===== src/rtl/kernel2_prod_acc.sv =====
`default_nettype none
// ============================================================================
// Module   : kernel2_prod_acc
// Purpose  : Accumulates a run of LEN unsigned kernel2 products into one sum
//            and returns it on a registered valid/ready output.
// Options  : KERNEL2_ACC_SAT_EN - saturating accumulate with sticky overflow flag
// Revision : 1.0 - initial release
// ============================================================================
module kernel2_prod_acc #(
  parameter int PROD_W = 22,
  parameter int ACC_W  = 32,
  parameter int CNT_W  = 8
) (
  input  logic              ap_clk,
  input  logic              ap_rst_n,
  input  logic              start,
  input  logic [CNT_W-1:0]  len,
  output logic              busy,
  input  logic [PROD_W-1:0] in_data,
  input  logic              in_valid,
  output logic              in_ready,
  output logic [ACC_W-1:0]  out_data,
  output logic              out_valid,
  input  logic              out_ready,
  output logic              out_ovf
);

  generate
    if (ACC_W < PROD_W) begin : g_bad_width
      $error("kernel2_prod_acc: ACC_W must be >= PROD_W");
    end
  endgenerate

  typedef enum logic [1:0] {
    S_IDLE = 2'd0,
    S_ACC  = 2'd1,
    S_HOLD = 2'd2
  } state_t;

  state_t            state_q, state_d;
  logic [ACC_W-1:0]  acc_q, acc_d;
  logic [ACC_W-1:0]  out_data_q, out_data_d;
  logic [CNT_W-1:0]  cnt_q, cnt_d;
  logic [ACC_W-1:0]  acc_next;
  logic              beat;

`ifdef KERNEL2_ACC_SAT_EN
  logic              ovf_q, ovf_d;
  logic              out_ovf_q, out_ovf_d;
  logic              ovf_next;
  logic [ACC_W:0]    sum_wide;

  // The carry out of the widened add is the true-result >= 2^ACC_W condition.
  always_comb begin
    sum_wide = {1'b0, acc_q} + (ACC_W+1)'(in_data);
    if (sum_wide[ACC_W]) begin
      acc_next = '1;
      ovf_next = 1'b1;
    end else begin
      acc_next = sum_wide[ACC_W-1:0];
      ovf_next = ovf_q;
    end
  end
`else
  assign acc_next = acc_q + ACC_W'(in_data);
`endif

  // Handshake outputs decode the state register only.
  assign busy      = (state_q != S_IDLE);
  assign in_ready  = (state_q == S_ACC);
  assign out_valid = (state_q == S_HOLD);
  assign out_data  = out_data_q;
  assign beat      = in_valid & in_ready;

`ifdef KERNEL2_ACC_SAT_EN
  assign out_ovf = out_ovf_q;
`else
  assign out_ovf = 1'b0;
`endif

  always_comb begin
    state_d    = state_q;
    acc_d      = acc_q;
    cnt_d      = cnt_q;
    out_data_d = out_data_q;
`ifdef KERNEL2_ACC_SAT_EN
    ovf_d      = ovf_q;
    out_ovf_d  = out_ovf_q;
`endif
    case (state_q)
      S_IDLE: begin
        if (start) begin
          if (len == '0) begin
            out_data_d = '0;
`ifdef KERNEL2_ACC_SAT_EN
            out_ovf_d  = 1'b0;
`endif
            state_d    = S_HOLD;
          end else begin
            acc_d   = '0;
            cnt_d   = len;
`ifdef KERNEL2_ACC_SAT_EN
            ovf_d   = 1'b0;
`endif
            state_d = S_ACC;
          end
        end
      end
      S_ACC: begin
        if (beat) begin
          acc_d = acc_next;
          cnt_d = cnt_q - CNT_W'(1);
`ifdef KERNEL2_ACC_SAT_EN
          ovf_d = ovf_next;
`endif
          if (cnt_q == CNT_W'(1)) begin
            out_data_d = acc_next;
`ifdef KERNEL2_ACC_SAT_EN
            out_ovf_d  = ovf_next;
`endif
            state_d    = S_HOLD;
          end
        end
      end
      S_HOLD: begin
        if (out_ready) begin
          state_d = S_IDLE;
        end
      end
      default: begin
        state_d = S_IDLE;
      end
    endcase
  end

  always_ff @(posedge ap_clk or negedge ap_rst_n) begin
    if (!ap_rst_n) begin
      state_q    <= S_IDLE;
      acc_q      <= '0;
      cnt_q      <= '0;
      out_data_q <= '0;
`ifdef KERNEL2_ACC_SAT_EN
      ovf_q      <= 1'b0;
      out_ovf_q  <= 1'b0;
`endif
    end else begin
      state_q    <= state_d;
      acc_q      <= acc_d;
      cnt_q      <= cnt_d;
      out_data_q <= out_data_d;
`ifdef KERNEL2_ACC_SAT_EN
      ovf_q      <= ovf_d;
      out_ovf_q  <= out_ovf_d;
`endif
    end
  end

endmodule
`default_nettype wire

===== config.mk =====
export PLATFORM = sky130hd
export DESIGN_NAME = kernel2_prod_acc
export DESIGN_NICKNAME = d
export VERILOG_FILES = /design/src/rtl/kernel2_prod_acc.sv
export SDC_FILE = /design/constraint.sdc
export NUM_CORES = 1
export LEC_CHECK = 0
export ABC_AREA = 0
export CAP_MARGIN = 20
export CORE_ASPECT_RATIO = 1.4
export CORE_MARGIN = 2
export CORE_UTILIZATION = 55
export DETAILED_ROUTE_END_ITERATION = 12
export PLACE_DENSITY = 0.77
export RECOVER_POWER = 100
export SLEW_MARGIN = 20
export SYNTH_ARGS = -nofsm -noshare
export SYNTH_HDL_FRONTEND = slang
export SYNTH_SLANG_ARGS = --single-unit

===== constraint.sdc =====
create_clock -name ap_clk -period 3.3 [get_ports ap_clk]
set_input_delay 0.495 -clock ap_clk [delete_from_list [all_inputs] [get_ports ap_clk]]
set_output_delay 0.495 -clock ap_clk [all_outputs]
set_load 0.02 [all_outputs]

==> impl_summary.md <==
Job
Max-cap violations in this run came to 1.

Synthesis
In the post-synthesis netlist, the biggest area contributors are dfrtp_1, nand2_1, ha_1, o21ai_0, a21oi_1. The cell area after technology mapping is between 4000 and 5000 sq um. The proportion of register bits with asynchronous set or reset after synthesis is 1.000. A synthesized cell averages a little under 9 sq um.

The most used flip-flop cell after synthesis is dfrtp_1. The Yosys step of the flow raised 0 warnings. Synthesis produced approximately 540 cells. Sorting the synthesized cells by how often they occur yields nand2_1, dfrtp_1, o21ai_0. Synthesis instantiated 71 different standard cells from the library.

Counting every net in the synthesized netlist gives ~600. By instance count, the leading cell after synthesis is nand2_1. The count of state elements after synthesis is 74.

The register area share after synthesis is 0.3941. The fraction of post-synthesis cell area in the top cell type by area is 0.3941. The largest total area in the synthesized netlist belongs to dfrtp_1. The count of flip-flops with a built-in enable after synthesis is 0.

Placement
Summed over all nets, the half-perimeter wirelength after detailed placement is 9241 um. The final weighted congestion in routability-driven placement is around 0.92. The setup slack after placement is 0.09781 ns.

Buffers placed on the I/O ports in this run total between 60 and 70.

Timing
Setup violations remaining at the end of the flow were counted as 0. The relative max-transition margin is -0.2504. The smallest setup slack after layout is roughly 0.23 ns.

The number of failing hold endpoints at the final stage is 0. For the pin with the worst max-slew slack, the measured transition is ~1.9 ns. The post-route clock period utilization is 0.9312. The total negative slack for setup checks is 0 ns. Setup repair after global routing left no endpoint under its margin. The number of slew-limit violations in the final report is 75.

The final setup skew is ~0.006 ns. The top achievable clock speed is around 330 MHz. The time the worst path needs with I/O delays and setup is between 3 and 4 ns.

Outcome
The final reports fail on max-capacitance violations, max-slew violations. The flow ran to the end, but the final reports show violations.

Power
The switching part of the total is 0.4169. The share of total power dissipated in sequential elements is 0.289. For this design the total switching power over the nets is around 2.2 mW. The maximum vdd ir drop is roughly 620 uV. The share of power burned in combinational logic is 0.504. For this design the static power due to leakage is approximately 2.6 nW. The completed layout was analyzed and its total power is a little over 5 mW. The share of total power dissipated in the clock network is 0.207. The internal portion of the total power is between 3 and 4 mW. The power density over the cells is between 800 and 900 nW/um^2.

Final layout
The number of antenna diodes in the final layout is 0. Fill cells in the final layout number slightly below 700. In the final layout, the share of cells above drive strength 1 is 0.07119.

Summing all multi-input logic gate instances after layout gives between 2000 and 3000 sq um. In the final design database the tool counted ~660 nets. The layout overhead on the synthesized area is 23.22%.

The register cell area after layout is between 1500 and 2000 sq um.

Floorplanning
The width of the die is 82.11 um. After floorplanning, the core was divided into 39 placement rows. The height of the die is 113.4 um. The die area is slightly above 9000 sq um. The area of the core region is about 8200 sq um. The starting utilization of the core area is 0.5697. The number of primary I/O pins is 71.

CTS
The cts-stage hold buffer count is 0. For this design, the sink count on the clock tree is 74. The latest clock arrival within the worst-skew pair is 0.34 ns.

The cell at the root of the clock tree is clkbuf_16. The quantity of gates resized following cts is 0. Buffers added to address setup during post-CTS repair amount to 0. The clock-pin slew on the worst setup and hold paths is roughly 0.060 ns. TritonCTS built the clock tree. The count of H-tree levels built during CTS is 3.

The clock passes through at most 2 buffers. TritonCTS created 9 clock buffers.

Global route
The number of global-route vias before repair is around 4400. Global routing finished with a remaining overflow of 0. The wire length of the first global-routing pass is 21170 um.

Across every metal layer, demand over resource in global routing totals 0.2970. The largest net degree at the start of global routing is 75. The initial antenna violation count is 0.

Worst hold path
The path category of the worst min-delay check is flop to flop.

Worst setup path
The largest individual stage delay along the critical path comes from the cell clkdlybuf4s50_1. The capturing element type of the critical path is an output pin. The largest driver fanout on the critical path is 12. Data on the critical path is required at its endpoint by about 2.8 ns. The data arrival at the endpoint of the critical path is between 2 and 3 ns. The largest single stage delay on the critical path is ~0.7 ns. The signal on the critical path passes through nand2b_1 -> inv_1 -> clkbuf_1 -> clkdlybuf4s50_1. The critical path contains buffers and inverters numbering 3 combined. The kind of cell adding the most delay to the critical path is buffers and inverters. The critical path is of the flop to output pin type. The worst setup path is launched from a flop.

Route
In this run the remaining antenna-violating nets after routing total 0. The number of detailed-route iterations in the first pass is 5. The total number of vias is 4400.

For this block, the initial DRC count from the detailed router was 328. Dividing the detail-routed wire length by the instance count gives between 15 and 20 um. The detailed-route DRC error count is 0. The wire length after detailed routing is 12830 um. The via density per instance is about 6.2.
-- registers in the layout, indices dropped and copies added (netlist names) --
signal and flops:
acc_q 32, out_data 32, cnt_q 8, state_q 2
-- final timing paths --
check	end	slack, ns	startpoint	depth (start not counted)
hold / removal	out_data[26]$_DFFE_PN0P_	0.47	out_data[26]$_DFFE_PN0P_	2
max in group asynchronous	out_data[11]$_DFFE_PN0P_	1.53	ap_rst_n	1
hold reg to reg	out_data[26]$_DFFE_PN0P_	0.47	out_data[26]$_DFFE_PN0P_	2
setup / recovery	in_ready	0.23	state_q[0]$_DFFE_PN0P_	4
setup reg to reg	out_data[6]$_DFFE_PN0P_	0.56	state_q[0]$_DFFE_PN0P_	7
min in group asynchronous	out_data[23]$_DFFE_PN0P_	0.67	ap_rst_n	1
-- routing by layer --
metal	global-route usage	up-vias	part of all wire
met3	0.05423	29	0.050
met1	0.3626	2140	0.41
met5	0	-	0
li1	-	2086	-
met2	0.5003	145	0.51
met4	0.1333	0	0.028
-- cell families after synthesis --
family                     share of synthesized area
xor gates and xnor gates                     0.04101
adders and majority gates                    0.06818
AOI/OAI and AO/OA                             0.2559
and+or+nand+nor                               0.1880
muxes                                       0.006658
other                                      0.0007982
DFF                                           0.3941
buffers and inverters                        0.04527
-- area by class of cell --
class / count / area share
timing repair buffer: 84 / 0.1368
tap: 102 / 0.02204
multi-input combinational: 413 / 0.4549
clock buffer: 11 / 0.04193
sequential: 74 / 0.3199
clock inverter: 5 / 0.01340
inverter: 17 / 0.01102
-- cell usage in the layout, fill, tap and decap left out, types with 5 or more instances in the layout --
master | Yosys | routed
a211oi_1 | 6 | 6
a21o_1 | 9 | 9
a21oi_1 | 30 | 30
a22o_1 | 13 | 13
and2_0 | 1 | 5
and3_1 | 7 | 7
buf_4 | 1 | 12
clkbuf_16 | 0 | 9
clkdlybuf4s50_1 | 0 | 30
dfrtp_1 | 74 | 74
dlygate4sd3_1 | 0 | 38
ha_1 | 24 | 24
inv_1 | 17 | 17
nand2_1 | 86 | 86
nand2b_1 | 5 | 5
nand3_1 | 16 | 16
nor2_1 | 21 | 21
nor2b_1 | 5 | 5
nor3_1 | 6 | 6
o211ai_1 | 9 | 9
o21ai_0 | 55 | 56
o31ai_1 | 9 | 9
or3_1 | 6 | 6
or4_1 | 7 | 7
xnor2_1 | 12 | 12
xor2_1 | 10 | 10
-- stage by stage --
step / hold slack, ns / util / std cells / instance area [sq um]
6_report: 0.4650 / 0.7020 / 706 / 5789
5_1_grt: 0.4975 / 0.7020 / 706 / 5789
4_1_cts: 0.3409 / 0.7031 / 706 / 5798
3_5_place_dp: 0.4654 / 0.6642 / 690 / 5478
3_3_place_gp: 0.4519 / 0.6642 / 690 / 5478
2_1_floorplan: 0.1994 / - / 537 / 4698
-- worst reg2reg max path, stage by stage, from the launching register on --
cell and delay [ns]:
dfrtp_1 0.54, nand2b_1 0.12, inv_1 0.39, and2_0 0.42, and2_0 0.32, nor2_2 0.08, clkbuf_2 0.36, mux2_2 0.39
-- power groups by stage --
stage	clock network (mW)	registers [mW]	logic, mW
after global routing	1.11	1.54	2.90
after detailed placement	0	1.51	2.61
after CTS	1.07	1.50	2.64
final	1.07	1.49	2.60
after global placement	0	1.49	2.55
after floorplan	0	1.54	1.78
No activity file was read; power rests on OpenSTA's default activity.
